**config.mk**
```make
export PLATFORM = sky130hd
export DESIGN_NAME = otter_intc_flat
export DESIGN_NICKNAME = d
export VERILOG_FILES = /design/src/rtl/otter_intc_if.sv /design/src/rtl/otter_intc.sv /design/src/flat_wrapper.sv
export SDC_FILE = /design/constraint.sdc
export NUM_CORES = 1
export LEC_CHECK = 0
export BUFFER_PORTS_ARGS = -buffer_cell sky130_fd_sc_hd__clkbuf_2
export CAP_MARGIN = 20
export CORE_AREA = 2 2 190 118
export DETAILED_ROUTE_END_ITERATION = 10
export DIE_AREA = 0 0 192 120
export GPL_TIMING_DRIVEN = 1
export PLACE_DENSITY = 0.79
export SYNTH_ARGS = -nofsm -noshare
export SYNTH_HDL_FRONTEND = slang
export SYNTH_SLANG_ARGS = --single-unit
```
**constraint.sdc**
```tcl
create_clock -name clk -period 4.28 [get_ports clk]
set_clock_uncertainty 0.15 [all_clocks]
set_input_delay 0.856 -clock clk [delete_from_list [all_inputs] [get_ports clk]]
set_output_delay 0.856 -clock clk [all_outputs]
set_load 0.02 [all_outputs]
```
**src/rtl/otter_intc_if.sv**
```systemverilog
// Data-memory bus slave port of the interrupt controller: read/write strobes
// already qualified by the address decoder, byte enables, offset and data.
interface otter_intc_if;
    logic        bus_r_en;
    logic        bus_w_en;
    logic [3:0]  bus_w_strb;
    logic [7:0]  bus_addr;
    logic [31:0] bus_w_data;
    logic [31:0] bus_r_data;

    modport master (
        output bus_r_en, bus_w_en, bus_w_strb, bus_addr, bus_w_data,
        input  bus_r_data
    );

    modport slave (
        input  bus_r_en, bus_w_en, bus_w_strb, bus_addr, bus_w_data,
        output bus_r_data
    );
endinterface

```
**src/rtl/otter_intc.sv**
```systemverilog
// Interrupt controller for otter_mcu: synchronizes raw sources, latches them as
// edge or level events, masks with ENABLE and INSERVICE, and offers a
// claim/complete handshake on the data-memory bus with one-cycle read latency.
module otter_intc #(
    parameter int NUM_SRC = 32
) (
    input  logic               clk,
    input  logic               rst,
    input  logic [31:0]        i_irq_src,
    otter_intc_if.slave        bus,
    output logic [31:0]        o_intrpt
);

    // Bits at and above NUM_SRC never hold state.
    localparam logic [31:0] SRC_MASK =
        (NUM_SRC >= 32) ? 32'hFFFF_FFFF : ((32'd1 << NUM_SRC) - 32'd1);

    localparam logic [2:0] OFF_PENDING   = 3'd0;
    localparam logic [2:0] OFF_ENABLE    = 3'd1;
    localparam logic [2:0] OFF_EDGE      = 3'd2;
    localparam logic [2:0] OFF_CLAIM     = 3'd3;
    localparam logic [2:0] OFF_INSERVICE = 3'd4;

    // Lowest set bit of v as id+1, or 0 when v is empty.
    function automatic logic [5:0] f_claim_val(input logic [31:0] v);
        logic [5:0] r;
        r = 6'd0;
        for (int i = 31; i >= 0; i--) begin
            if (v[i]) r = 6'(i + 1);
        end
        return r;
    endfunction

    // Synchronizer chain: s1, s2 and the delayed s2 used for edge detection.
    logic [31:0] r_s1_p0;
    logic [31:0] r_s2_p1;
    logic [31:0] r_s2d_p2;

    logic [31:0] r_pending;
    logic [31:0] r_enable;
    logic [31:0] r_edge;
    logic [31:0] r_inservice;
    logic [31:0] r_rdata;
    logic [31:0] r_intrpt;

    logic [2:0]  w_off;
    logic [31:0] w_bmask;
    logic        w_wr_pend;
    logic        w_wr_en;
    logic        w_wr_edge;
    logic        w_rd_claim;
    logic        w_complete;
    logic [31:0] w_elig;
    logic [5:0]  w_claim_val;
    logic [31:0] w_claim_oh;
    logic [31:0] w_cmp_oh;
    logic [31:0] w_w1c;
    logic [31:0] w_rise;
    logic [31:0] w_pend_edge;
    logic [31:0] w_enable_nxt;
    logic [31:0] w_edge_nxt;
    logic [31:0] w_edge_chg;
    logic [31:0] w_pending_nxt;
    logic [31:0] w_inservice_nxt;
    logic [31:0] w_rd_mux;
    logic        w_unused_addr;

    // Only the word offset decodes; the remaining address bits are don't-care.
    assign w_off         = bus.bus_addr[4:2];
    assign w_unused_addr = ^{bus.bus_addr[7:5], bus.bus_addr[1:0]};

    assign w_bmask = {{8{bus.bus_w_strb[3]}}, {8{bus.bus_w_strb[2]}},
                      {8{bus.bus_w_strb[1]}}, {8{bus.bus_w_strb[0]}}};

    assign w_wr_pend  = bus.bus_w_en && (w_off == OFF_PENDING);
    assign w_wr_en    = bus.bus_w_en && (w_off == OFF_ENABLE);
    assign w_wr_edge  = bus.bus_w_en && (w_off == OFF_EDGE);
    assign w_rd_claim = bus.bus_r_en && (w_off == OFF_CLAIM);

    // Claim picks the lowest-numbered eligible source from pre-write state.
    assign w_elig      = r_pending & r_enable & ~r_inservice;
    assign w_claim_val = f_claim_val(w_elig);
    assign w_claim_oh  = (w_rd_claim && (w_claim_val != 6'd0))
                         ? (32'd1 << (w_claim_val - 6'd1)) : 32'd0;

    // A complete only touches a source that is actually in service, so it can
    // never collide with a claim issued in the same cycle.
    assign w_complete = bus.bus_w_en && (w_off == OFF_CLAIM) && bus.bus_w_strb[0]
                        && (bus.bus_w_data != 32'd0)
                        && (bus.bus_w_data <= 32'(NUM_SRC));
    assign w_cmp_oh   = w_complete ? ((32'd1 << (bus.bus_w_data - 32'd1)) & r_inservice)
                                   : 32'd0;

    assign w_enable_nxt = w_wr_en
        ? (((r_enable & ~w_bmask) | (bus.bus_w_data & w_bmask)) & SRC_MASK) : r_enable;
    assign w_edge_nxt   = w_wr_edge
        ? (((r_edge & ~w_bmask) | (bus.bus_w_data & w_bmask)) & SRC_MASK) : r_edge;
    assign w_edge_chg   = w_edge_nxt ^ r_edge;

    // Edge sources: a new rising edge beats any clear landing on the same edge.
    assign w_w1c       = w_wr_pend ? (bus.bus_w_data & w_bmask) : 32'd0;
    assign w_rise      = r_s2_p1 & ~r_s2d_p2;
    assign w_pend_edge = (r_pending & ~(w_w1c | w_claim_oh)) | w_rise;

    // Level sources simply track s2; reclassifying a source drops its pending bit.
    assign w_pending_nxt = ((r_edge & w_pend_edge) | (~r_edge & r_s2_p1))
                           & ~w_edge_chg & SRC_MASK;

    assign w_inservice_nxt = ((r_inservice & ~w_cmp_oh) | w_claim_oh) & SRC_MASK;

    // Read mux over pre-write register values.
    always_comb begin
        w_rd_mux = 32'd0;
        case (w_off)
            OFF_PENDING:   w_rd_mux = r_pending;
            OFF_ENABLE:    w_rd_mux = r_enable;
            OFF_EDGE:      w_rd_mux = r_edge;
            OFF_CLAIM:     w_rd_mux = {26'd0, w_claim_val};
            OFF_INSERVICE: w_rd_mux = r_inservice;
            default:       w_rd_mux = 32'd0;
        endcase
    end

    // Two-flop synchronizer plus the delayed copy for rising-edge detection.
    always_ff @(posedge clk) begin
        if (rst) begin
            r_s1_p0  <= 32'd0;
            r_s2_p1  <= 32'd0;
            r_s2d_p2 <= 32'd0;
        end else begin
            r_s1_p0  <= i_irq_src & SRC_MASK;
            r_s2_p1  <= r_s1_p0;
            r_s2d_p2 <= r_s2_p1;
        end
    end

    // Architectural registers: pending, enable, edge and in-service masks.
    always_ff @(posedge clk) begin
        if (rst) begin
            r_pending   <= 32'd0;
            r_enable    <= 32'd0;
            r_edge      <= 32'd0;
            r_inservice <= 32'd0;
        end else begin
            r_pending   <= w_pending_nxt;
            r_enable    <= w_enable_nxt;
            r_edge      <= w_edge_nxt;
            r_inservice <= w_inservice_nxt;
        end
    end

    // Registered bus read data (held when idle) and interrupt vector.
    always_ff @(posedge clk) begin
        if (rst) begin
            r_rdata  <= 32'd0;
            r_intrpt <= 32'd0;
        end else begin
            if (bus.bus_r_en) r_rdata <= w_rd_mux;
            r_intrpt <= w_elig;
        end
    end

    assign bus.bus_r_data = r_rdata;
    assign o_intrpt       = r_intrpt;

endmodule

```
**src/flat_wrapper.sv**
```systemverilog
// flat-port wrapper written by rule: the top's interface ports become plain ports
module otter_intc_flat 
#(
    parameter int NUM_SRC = 32
)
  (clk, rst, i_irq_src, o_intrpt, bus_bus_r_en, bus_bus_w_en, bus_bus_w_strb, bus_bus_addr, bus_bus_w_data, bus_bus_r_data);
  otter_intc_if bus_i ();
  input  logic clk;
  input  logic rst;
  input  logic [31:0] i_irq_src;
  output logic [31:0] o_intrpt;
  input wire logic [$bits(bus_i.bus_r_en)-1:0] bus_bus_r_en;
  input wire logic [$bits(bus_i.bus_w_en)-1:0] bus_bus_w_en;
  input wire logic [$bits(bus_i.bus_w_strb)-1:0] bus_bus_w_strb;
  input wire logic [$bits(bus_i.bus_addr)-1:0] bus_bus_addr;
  input wire logic [$bits(bus_i.bus_w_data)-1:0] bus_bus_w_data;
  output wire logic [$bits(bus_i.bus_r_data)-1:0] bus_bus_r_data;
  assign bus_i.bus_r_en = bus_bus_r_en;
  assign bus_i.bus_w_en = bus_bus_w_en;
  assign bus_i.bus_w_strb = bus_bus_w_strb;
  assign bus_i.bus_addr = bus_bus_addr;
  assign bus_i.bus_w_data = bus_bus_w_data;
  assign bus_bus_r_data = bus_i.bus_r_data;
  otter_intc #(.NUM_SRC(NUM_SRC)) u_core (.clk(clk), .rst(rst), .i_irq_src(i_irq_src), .bus(bus_i), .o_intrpt(o_intrpt));
endmodule
```
==> results of run 1 <==
how the worst min path moves through the flow:
| stage | end | slack [ns] | cells past startpoint |
|---|---|---|---|
| finish | u_core.r_s2_p1[9] | 0.29 | 1 |
| global route | u_core.r_s2_p1[7] | 0.30 | 1 |
| CTS | u_core.r_s2_p1[9] | 0.29 | 1 |
| detailed placement | u_core.r_s2_p1[9] | 0.27 | 1 |
| global placement | u_core.r_s2_p1[31] | 0.27 | 1 |
| floorplan | u_core.r_s2_p1[0] | 0.26 | 1 |
through the flow:
step                setup WS, ns  total power [mW]  cell area (sq um)  hold WS [ns]  utilization, %
floorplan                  0.373              3.00              12100         0.264               -
global placement           0.358              3.12              13100         0.265            61.3
detailed placement         0.320              3.13              13100         0.275            61.3
CTS                        0.879              5.60              14100         0.291            65.6
global route               0.722              5.76              14100         0.304            65.6
finish                     0.794              5.59              14100         0.286            65.6
worst max-delay path, stage by stage, from the launching register on:
cell and delay [ns]:
dfxtp_1 0.43, nand3b_1 0.39, nand3_1 0.27, or3_1 0.45, o32ai_1 0.26, buf_4 0.22, nor3_1 0.06, a31oi_1 0.48
and3_1 0.49, a31oi_1 0.14
routing by layer:
metal	GRT usage, %	routed length [microns]
met3	9.27	5160
met2	46.5	15600
met5	0	0
met1	50.3	17100
met4	7.44	918
Yosys cell counts, types with 6 or more instances:
library cell	number	share of area (%)
or3_1	12	0.62
and3b_1	14	1.0
o21ai_0	36	1.5
and2_1	7	0.36
clkbuf_1	86	2.7
o21a_1	14	0.87
nor3_1	12	0.49
or4_1	6	0.37
nand4_1	13	0.67
o22ai_1	14	0.72
nor2b_1	102	5.3
o31ai_1	10	0.62
and3_1	13	0.67
a21oi_1	162	6.7
nand2_1	232	7.2
nor2_1	81	2.5
a221oi_1	9	0.65
a22oi_1	62	3.8
a221o_1	11	0.91
nand3b_1	33	2.0
nand3_1	62	2.6
a31oi_1	28	1.4
o21ai_1	9	0.37
dfxtp_1	288	48
a21boi_0	13	0.80
xor2_1	33	2.4
report_power, final:
part	switching, mW	total (mW)	internal (mW)
combinational	0.212	0.318	0.105
sequential	0.0279	2.76	2.73
clock	1.06	2.51	1.46
area by class of cell:
| cell class | count | area (sq um) | share of cell area, % |
|---|---|---|---|
| multi-input combinational | 1054 | 6010 | 42.7 |
| sequential | 288 | 5770 | 41.0 |
| timing repair buffer | 174 | 995 | 7.07 |
| clock buffer | 34 | 772 | 5.49 |
| tap | 286 | 358 | 2.54 |
| clock inverter | 12 | 156 | 1.11 |
| inverter | 5 | 18.8 | 0.133 |
kinds of logic (layout without fill, tap and decap cells):
logic type      Yosys count  in the layout  share of synthesized area, %
simple gates            612            612                          25.5
compound gates          404            404                          21.0
flops                   288            288                          47.5
buf+inv                 100            225                          3.21
xor+xnor                 36             36                          2.60
fa+ha+maj                 1              1                         0.103
mux                       1              1                         0.124
cells in the final DEF, fill, tap and decap left out, types with 4 or more instances in the layout:
master / n
o21a_1: 14
dfxtp_1: 288
nor2b_1: 102
clkbuf_8: 8
clkbuf_16: 27
o31a_1: 4
xor2_1: 33
inv_1: 5
o21ai_1: 9
o211ai_1: 5
a22oi_1: 62
clkinv_2: 4
and3b_1: 14
and2_1: 7
a21oi_1: 162
clkbuf_2: 137
nand4_1: 13
a21boi_0: 13
nand3_1: 62
a221oi_1: 9
nor3_1: 11
a31oi_1: 28
a31o_2: 5
o21ai_0: 36
o22ai_1: 14
nand2_1: 232
or4_1: 6
clkinv_4: 4
a221o_1: 11
o31ai_1: 10
nand3b_1: 33
nor2_1: 81
or3_1: 12
buf_4: 34
and3_1: 13
and4_1: 5
==> impl_metrics.csv, run 1 <==
group,metric,value,unit
outcome,status,"finished clean",
clock_network,postCtsResizedCells,0,
cells_and_area,syn_to_final_growth,16.0,%
clock_network,clockRootBuffer,"clkbuf_16",
route,drtIter0Drc,1577,
cells_and_area,num-fill-cells,1840,
sta,worstMarginPinSlew,0.960,ns
clock_network,clock_latency,0.54,ns
grt,grt_pass1_vias,10400,
yosys,yosysSeqAreaShare,47.5,%
sta,tns,0,ns
die,coreArea,0.0214,sq mm
worst_setup_path,path_class,"reg2reg",
route,first_pass_iters,6,
yosys,synth_flop_cell,"dfxtp_1",
power_and_ir_drop,p_leak,5.32,nW
route,vias_per_cell,6.24,
worst_hold_path,hp-start,"u_core.r_s1_p0[9]",
sta,finalCriticalPeriod,3.49,ns
die,io_pins,144,
sta,max_slew_margin,35.7,%
clock_network,cts_max_level,1,
die,start_util,56.6,%
route,drtAntennaViolNets,0,
grt,antenna_found_initial,0,
grt,grt_pass1_wl,59300,microns
worst_setup_path,endpoint_kind,"flip-flop",
worst_setup_path,r2r_cells,9,
sta,period_share,81.5,%
sta,finalHoldViolCount,0,
cells_and_area,antenna_cells,0,
cells_and_area,nets,1631,
worst_setup_path,required,4.53,ns
grt,globalRouteTotalUtil,33.3,%
worst_setup_path,crit_path_start,"u_core.r_inservice[1]",
worst_setup_path,timing.rr.start,"u_core.r_inservice[1]",
yosys,ys_warn_count,0,
clock_network,numCtsBuffers,27,
sta,finalSetupViolCount,0,
clock_network,cts_tree,"built",
yosys,ys_types,62,
worst_setup_path,cp.arrival,3.74,ns
yosys,synth_fp_nets,1523,
worst_setup_path,crit_path_max_fanout,6,
yosys,synth_edf_count,0,
worst_setup_path,start_kind,"flip-flop",
route,route.detailed.drc,0,
worst_setup_path,ff2ff_setup_slack,0.79,ns
place,hpwlAfterDp,27600,microns
die,die_h,120,microns
job,maxCapViolations,0,
route,totalWireLength,38700,microns
power_and_ir_drop,pwr_density_cell,397,mW/mm^2
cells_and_area,drive_gt1_share,15.2,%
clock_network,post_cts_buffers,0,
sta,rsz0062_at_grt,"false",
place,dp.cells,1807,
yosys,ys_seq_elements,288,
worst_setup_path,endpoint,"u_core.r_pending[21]",
clock_network,clk_path_buf_depth,3,
route,wl_per_cell,20.9,microns
yosys,async_flop_share,0,%
yosys,synthCells,1442,
worst_setup_path,worstReg2RegEnd,"u_core.r_pending[21]",
yosys,syn_area_per_cell,8.42,sq um
route,dr_total_vias,11600,
sta,finalMaxSlewViolations,0,
sta,clock.fmax,287,MHz
clock_network,cts.hold.buffers_added,0,
worst_hold_path,hold_class,"reg2reg",
die,die_area,0.0230,sq mm
place,io_buffer_count,138,
die,die-width,192,microns
die,num_rows,42,
clock_network,path_clk_slew,0.07,ns
place,finalWeightedCongestion,0.987,
yosys,synth_area,0.0121,sq mm
grt,grt-ovfl-total,0,
grt,grt_max_degree,132,
power_and_ir_drop,ir_worst_vdd,0.406,mV
clock_network,cts.sinks,288,
cells_and_area,final_cells,1853,
(Power assumes the default switching activity.)
==> run 2, diff against run 1 <==
--- a/config.mk
+++ b/config.mk
@@ -5,13 +5,14 @@
 export SDC_FILE = /design/constraint.sdc
 export NUM_CORES = 1
 export LEC_CHECK = 0
+export ABC_AREA = 1
 export BUFFER_PORTS_ARGS = -buffer_cell sky130_fd_sc_hd__clkbuf_2
 export CAP_MARGIN = 20
-export CORE_AREA = 2 2 190 118
+export CORE_AREA = 2 2 197 121
 export DETAILED_ROUTE_END_ITERATION = 10
-export DIE_AREA = 0 0 192 120
+export DIE_AREA = 0 0 199 123
 export GPL_TIMING_DRIVEN = 1
-export PLACE_DENSITY = 0.79
+export PLACE_DENSITY = 0.8
 export SYNTH_ARGS = -nofsm -noshare
 export SYNTH_HDL_FRONTEND = slang
 export SYNTH_SLANG_ARGS = --single-unit
==> constraint.sdc (replaced) <==
create_clock -name clk -period 3.35 [get_ports clk]
set_clock_uncertainty 0.15 [all_clocks]
set_input_delay 0.67 -clock clk [delete_from_list [all_inputs] [get_ports clk]]
set_output_delay 0.67 -clock clk [all_outputs]
set_load 0.02 [all_outputs]
==> impl_metrics.csv, run 2 <==
group,metric,value,unit
cells_and_area,most-common-layout-cells,"373 x nand2_1, 295 x inv_1, 284 x dfxtp_1, 281 x nor2_1, 156 x buf_4",
route,drtIter0Drc,1728,
yosys,synth_top_area_cell,"dfxtp_1",
route,wl_per_cell,18.6,microns
sta,clock.fmax,296,MHz
clock_network,cts_tree,"built",
yosys,synthCells,1882,
clock_network,clockRootBuffer,"clkbuf_16",
worst_setup_path,critPathMostFrequentCell,"nand2_1",
die,die_h,123,microns
power_and_ir_drop,p_clk_share,41.5,%
grt,grt_pass1_wl,67300,microns
yosys,ys_top_cells_by_area,"dfxtp_1 44%, nand2_1 11%, inv_1 8.5%",
place,io_buffer_count,138,
power_and_ir_drop,p_sw_share,25.2,%
grt,grt-ovfl-total,0,
clock_network,numCtsBuffers,26,
place,hpwlAfterDp,34200,microns
die,die_area,0.0245,sq mm
sta,worst_slack,-0.0282,ns
route,drtAntennaViolNets,0,
place,dp.cells,2422,
yosys,ys_warn_count,0,
worst_setup_path,cp.buffers_inverters,3,
power_and_ir_drop,p_int,5.31,mW
power_and_ir_drop,p_comb_share,8.7,%
yosys,synth_flop_cell,"dfxtp_1",
yosys,synth_fp_nets,1963,
yosys,syn_area_per_cell,7.01,sq um
yosys,yosysSeqAreaShare,43.7,%
sta,finalHoldViolCount,0,
worst_setup_path,cp.arrival,3.66,ns
yosys,synth_edf_count,0,
cells_and_area,drive_gt1_share,22.4,%
place,dp_slack,-0.472,ns
yosys,ys_types,56,
worst_hold_path,hold_class,"in2reg",
route,vias_per_cell,5.49,
die,die-width,199,microns
worst_setup_path,required,3.63,ns
grt,grt_pass1_vias,11800,
route,dr_total_vias,13600,
die,coreArea,0.0228,sq mm
sta,max_slew_margin,37.1,%
grt,grt_max_degree,156,
worst_setup_path,max_stage_delay,0.35,ns
worst_setup_path,cpLargestDelayFamily,"simple AND/OR/NAND/NOR gates",
worst_hold_path,hp-start,"i_irq_src[16]",
outcome,status,"complete, but fails checks",
place,finalWeightedCongestion,0.982,
cells_and_area,final_cells,2480,
yosys,synth.most_common_cell,"nand2_1",
route,route.detailed.drc,0,
worst_setup_path,endpoint_kind,"flip-flop",
sta,finalCriticalPeriod,3.38,ns
power_and_ir_drop,pwr_density_cell,430,mW/mm^2
power_and_ir_drop,p_sw,1.79,mW
route,totalWireLength,46000,microns
sta,finalMaxSlewViolations,0,
sta,period_share,101,%
worst_setup_path,path_class,"reg2reg",
power_and_ir_drop,power_frac_seq,49.8,%
outcome,violations,"setup timing",
route,first_pass_iters,5,
die,io_pins,144,
cells_and_area,antenna_cells,0,
sta,tns,-0.0282,ns
clock_network,cts_max_level,1,
cells_and_area,final_common_cell,"nand2_1",
sta,rsz0062_at_grt,"true",
cells_and_area,nets,2227,
yosys,yosys-top-cells-count,"387 x nand2_1, 298 x inv_1, 288 x dfxtp_1, 286 x nor2_1, 143 x a21oi_1",
job,maxCapViolations,0,
grt,globalRouteTotalUtil,36.7,%
clock_network,clock_latency,0.55,ns
cells_and_area,syn_to_final_growth,25.0,%
yosys,ys_seq_elements,288,
power_and_ir_drop,ir_worst_vdd,0.357,mV
worst_setup_path,cp_slowest_cell,"dfxtp_1",
worst_setup_path,start_kind,"flip-flop",
sta,finalSetupViolCount,1,
yosys,async_flop_share,0,%
power_and_ir_drop,p_leak,6.84,nW
clock_network,cts.sinks,288,
clock_network,path_clk_slew,0.07,ns
grt,antenna_found_initial,0,
yosys,synth_area,0.0132,sq mm
die,num_rows,43,
worst_setup_path,crit_path_max_fanout,4,
clock_network,clk_path_buf_depth,3,
die,start_util,58.0,%
yosys,netlist.area_leader.share,43.7,%
sta,worstMarginPinSlew,0.933,ns
## run 2: cell count changes after synthesis, moves of 51 or more
cell / delta
nand2_1: +155
o21ai_0: +51
inv_1: +293
nor2_1: +205
a22oi_1: -62
nor2b_1: -102
## run 2: area by class of cell
class,count,area [sq um]
clock buffer,39,781
clock inverter,8,43.8
fill,1883,6260
inverter,308,1160
multi-input combinational,1214,6270
sequential,288,5770
tap,315,394
timing repair buffer,308,2080
## run 2: per-stage QoR
step	cell area [sq um]	utilization [%]	total power, mW	hold WS [ns]
after detailed placement	15100	66.5	4.17	0.243
after CTS	16000	70.2	7.04	0.141
final	16500	72.5	7.09	0.155
after global routing	16500	72.5	7.29	0.157
after global placement	15100	66.5	4.15	0.239
after floorplan	13200	-	3.91	0.238
## run 2: repair_timing
item                       CTS  global route
gates resized for setup      1           102
setup endpoints to repair    2            64
hold buffers                 0             0
pin swaps                    0            22
gates cloned                 0             1
setup buffers                0            11
## run 2: power by group through the flow
stage | Combinational (mW) | Sequential, mW | Clock, mW
final | 0.618 | 3.53 | 2.94
after global placement | 0.548 | 3.60 | 0
after global routing | 0.662 | 3.54 | 3.09
after detailed placement | 0.558 | 3.61 | 0
after floorplan | 0.314 | 3.60 | 0
after CTS | 0.562 | 3.53 | 2.95
## run 2: cells by family after synthesis
| kind of cell | Yosys count | share of synthesized area, % |
|---|---|---|
| AND/OR/NAND/NOR | 842 | 27.9 |
| buffers and inverters | 380 | 11.6 |
| AO/OA/AOI/OAI | 345 | 14.9 |
| flip-flops | 288 | 43.7 |
| XOR/XNOR | 22 | 1.46 |
| multiplexers | 4 | 0.303 |
| adder cells (fa/ha/maj) | 1 | 0.0948 |
## run 2: final timing paths
check / cells past startpoint / slack (ns) / end
setup / recovery: 34 / -0.03 / u_core.r_pending[11]
hold / removal: 3 / 0.15 / u_core.r_s1_p0[16]
setup reg to reg: 34 / -0.03 / u_core.r_pending[11]
hold reg to reg: 2 / 0.24 / u_core.r_s2_p1[21]
## run 2: metal layers
| metal | vias up | global-route usage, % | routed length [microns] |
|---|---|---|---|
| met1 | 6223 | 53.2 | 19800 |
| li1 | 6482 | - | - |
| met5 | - | 0.206 | 0 |
| met3 | 92 | 14.0 | 7070 |
| met2 | 815 | 49.8 | 17800 |
| met4 | 0 | 11.2 | 1390 |
## run 2: worst reg2reg max path: cells and delay by family (launching register included)
| family | cells | cell delay, ns |
|---|---|---|
| flip-flops | 1 | 0.35 |
| AO/OA/AOI/OAI | 1 | 0.08 |
| AND/OR/NAND/NOR | 30 | 2.44 |
| buffers and inverters | 3 | 0.27 |
==> run 3, diff against run 2 <==
--- a/config.mk
+++ b/config.mk
@@ -12,7 +12,7 @@
 export DETAILED_ROUTE_END_ITERATION = 10
 export DIE_AREA = 0 0 199 123
 export GPL_TIMING_DRIVEN = 1
-export PLACE_DENSITY = 0.8
+export PLACE_DENSITY_LB_ADDON = 0.25
 export SYNTH_ARGS = -nofsm -noshare
 export SYNTH_HDL_FRONTEND = slang
 export SYNTH_SLANG_ARGS = --single-unit
==> impl_metrics.csv, run 3 (synthesis results as in run 2) <==
group,metric,value,unit
worst_setup_path,crit_chain,"buf_8 -> nor2_4 -> nand2_2 -> nor3_4 -> nand4_4 -> buf_6 -> nor3_4 -> nand4_2 -> inv_2 -> nand4_1 -> buf_4 -> a221oi_2 -> nand4_1 -> nor3b_2 -> buf_6 -> nand2_8 -> nor3_4 -> nand2_2 -> o21ai_2 -> a21oi_2",
route,routed-wl-met2,17800,microns
worst_setup_path,endpoint_kind,"flip-flop",
sta,worst_slack,-0.0352,ns
route,wl_met3,7320,microns
worst_hold_path,hold_class,"in2reg",
route,drtIter0Drc,1694,
grt,grt_max_degree,113,
route,vias_per_cell,5.45,
grt,grt-ovfl-total,0,
sta,finalCriticalPeriod,3.39,ns
outcome,status,"complete, but fails checks",
cells_and_area,final_common_cell,"nand2_1",
die,start_util,58.0,%
die,die-width,199,microns
cells_and_area,final_cells,2483,
power_and_ir_drop,p_leak,6.84,nW
worst_setup_path,cp_slowest_cell,"nor3b_2",
clock_network,clockRootBuffer,"clkbuf_16",
sta,period_share,101,%
route,highest_layer,"met4",
route,dr_total_vias,13500,
sta,worstMarginPinSlew,0.914,ns
sta,clock.fmax,295,MHz
power_and_ir_drop,pwr_density_cell,447,mW/mm^2
route,totalWireLength,45700,microns
worst_setup_path,required,3.61,ns
clock_network,clock_latency,0.56,ns
grt,globalRouteTotalUtil,37.0,%
clock_network,clk_path_buf_depth,3,
die,die_h,123,microns
worst_setup_path,critPathMostFrequentCell,"nor3_4",
worst_setup_path,cpLargestDelayFamily,"simple AND/OR/NAND/NOR gates",
place,io_buffer_count,138,
die,die_area,0.0245,sq mm
route,drtAntennaViolNets,0,
clock_network,cts_tree,"built",
cells_and_area,most-common-layout-cells,"371 x nand2_1, 296 x inv_1, 284 x dfxtp_1, 278 x nor2_1, 162 x buf_4",
sta,rsz0062_at_grt,"true",
grt,grt_pass1_wl,67800,microns
route,wl_per_cell,18.4,microns
worst_setup_path,max_stage_delay,0.26,ns
sta,finalSetupViolCount,8,
worst_setup_path,ff2ff_setup_slack,0.04,ns
cells_and_area,syn_to_final_growth,25.6,%
clock_network,cts_max_level,1,
sta,finalMaxSlewViolations,0,
place,finalWeightedCongestion,1.04,
grt,grt_pass1_vias,12000,
die,num_rows,43,
grt,antenna_found_initial,0,
die,coreArea,0.0228,sq mm
power_and_ir_drop,ir_worst_vdd,0.460,mV
power_and_ir_drop,power,7.42,mW
clock_network,numCtsBuffers,27,
route,first_pass_iters,7,
worst_setup_path,start_kind,"input pin",
worst_setup_path,cp.buffers_inverters,5,
clock_network,path_clk_slew,0.07,ns
worst_setup_path,path_class,"in2reg",
cells_and_area,nets,2231,
place,dp.cells,2423,
cells_and_area,antenna_cells,0,
worst_setup_path,crit_path_max_fanout,4,
clock_network,cts.sinks,288,
cells_and_area,drive_gt1_share,22.5,%
route,wl_met1,19600,microns
outcome,violations,"setup timing",
route,route.detailed.drc,0,
die,io_pins,144,
sta,max_slew_margin,38.4,%
worst_setup_path,cp.arrival,3.65,ns
sta,finalHoldViolCount,0,
job,maxCapViolations,0,
clock_network,cts.hold.buffers_added,0,
place,hpwlAfterDp,34500,microns
run 3: layer usage:
layer	vias to the layer above	GRT usage [%]
met3	99	16.6
met2	783	50.9
met4	0	8.91
li1	6496	-
met5	-	0
met1	6145	52.5
run 3: final timing paths:
| path | cells after the start | to | from |
|---|---|---|---|
| max | 20 | u_core.r_inservice[5] | bus_bus_w_data[1] |
| min | 3 | u_core.r_s1_p0[26] | i_irq_src[26] |
| max reg2reg | 30 | u_core.r_pending[23] | flip-flop |
| min reg2reg | 2 | u_core.r_s2_p1[25] | u_core.r_s1_p0[25] |
run 3: stage by stage:
stage	TNS [ns]	hold WS, ns	area, sq um	worst slack (ns)	util (%)
2_1_floorplan	0	0.238	13200	0.0791	-
3_3_place_gp	-10.63	0.240	15100	-0.375	66.5
3_5_place_dp	-12.89	0.242	15100	-0.454	66.5
4_1_cts	0	0.141	16100	0.0206	70.6
5_1_grt	-11.32	0.153	16600	-0.247	72.9
6_report	-0.150	0.151	16600	-0.0352	72.9
run 3: repair_timing:
| action | CTS | global route |
|---|---|---|
| resized for setup | 1 | 103 |
| setup endpoints to repair | 7 | 64 |
| endpoints found under the hold margin | 0 | 0 |
| pin swaps | 0 | 36 |
| setup buffers | 0 | 13 |
run 3: worst min-delay path, stage by stage:
cell      delay (ns)
clkbuf_2        0.08
inv_1           0.04
nor2_1          0.03
run 3: layout make-up:
| class | instances | area (sq um) |
|---|---|---|
| multi-input cells | 1214 | 6260 |
| fillers | 1885 | 6180 |
| flip-flops and latches | 288 | 5770 |
| repair buffers | 311 | 2070 |
| inverters | 308 | 1160 |
| clock buffers | 36 | 729 |
| well taps | 315 | 394 |
| clock inverters | 11 | 193 |
run 3: where the power goes:
group / leakage (nW) / switching, mW / internal [mW] / total (mW)
Clock: 0.448 / 1.35 / 1.92 / 3.27
Combinational: 4.05 / 0.413 / 0.202 / 0.615
Sequential: 2.34 / 0.0364 / 3.50 / 3.53
Total: 6.84 / 1.80 / 5.61 / 7.42
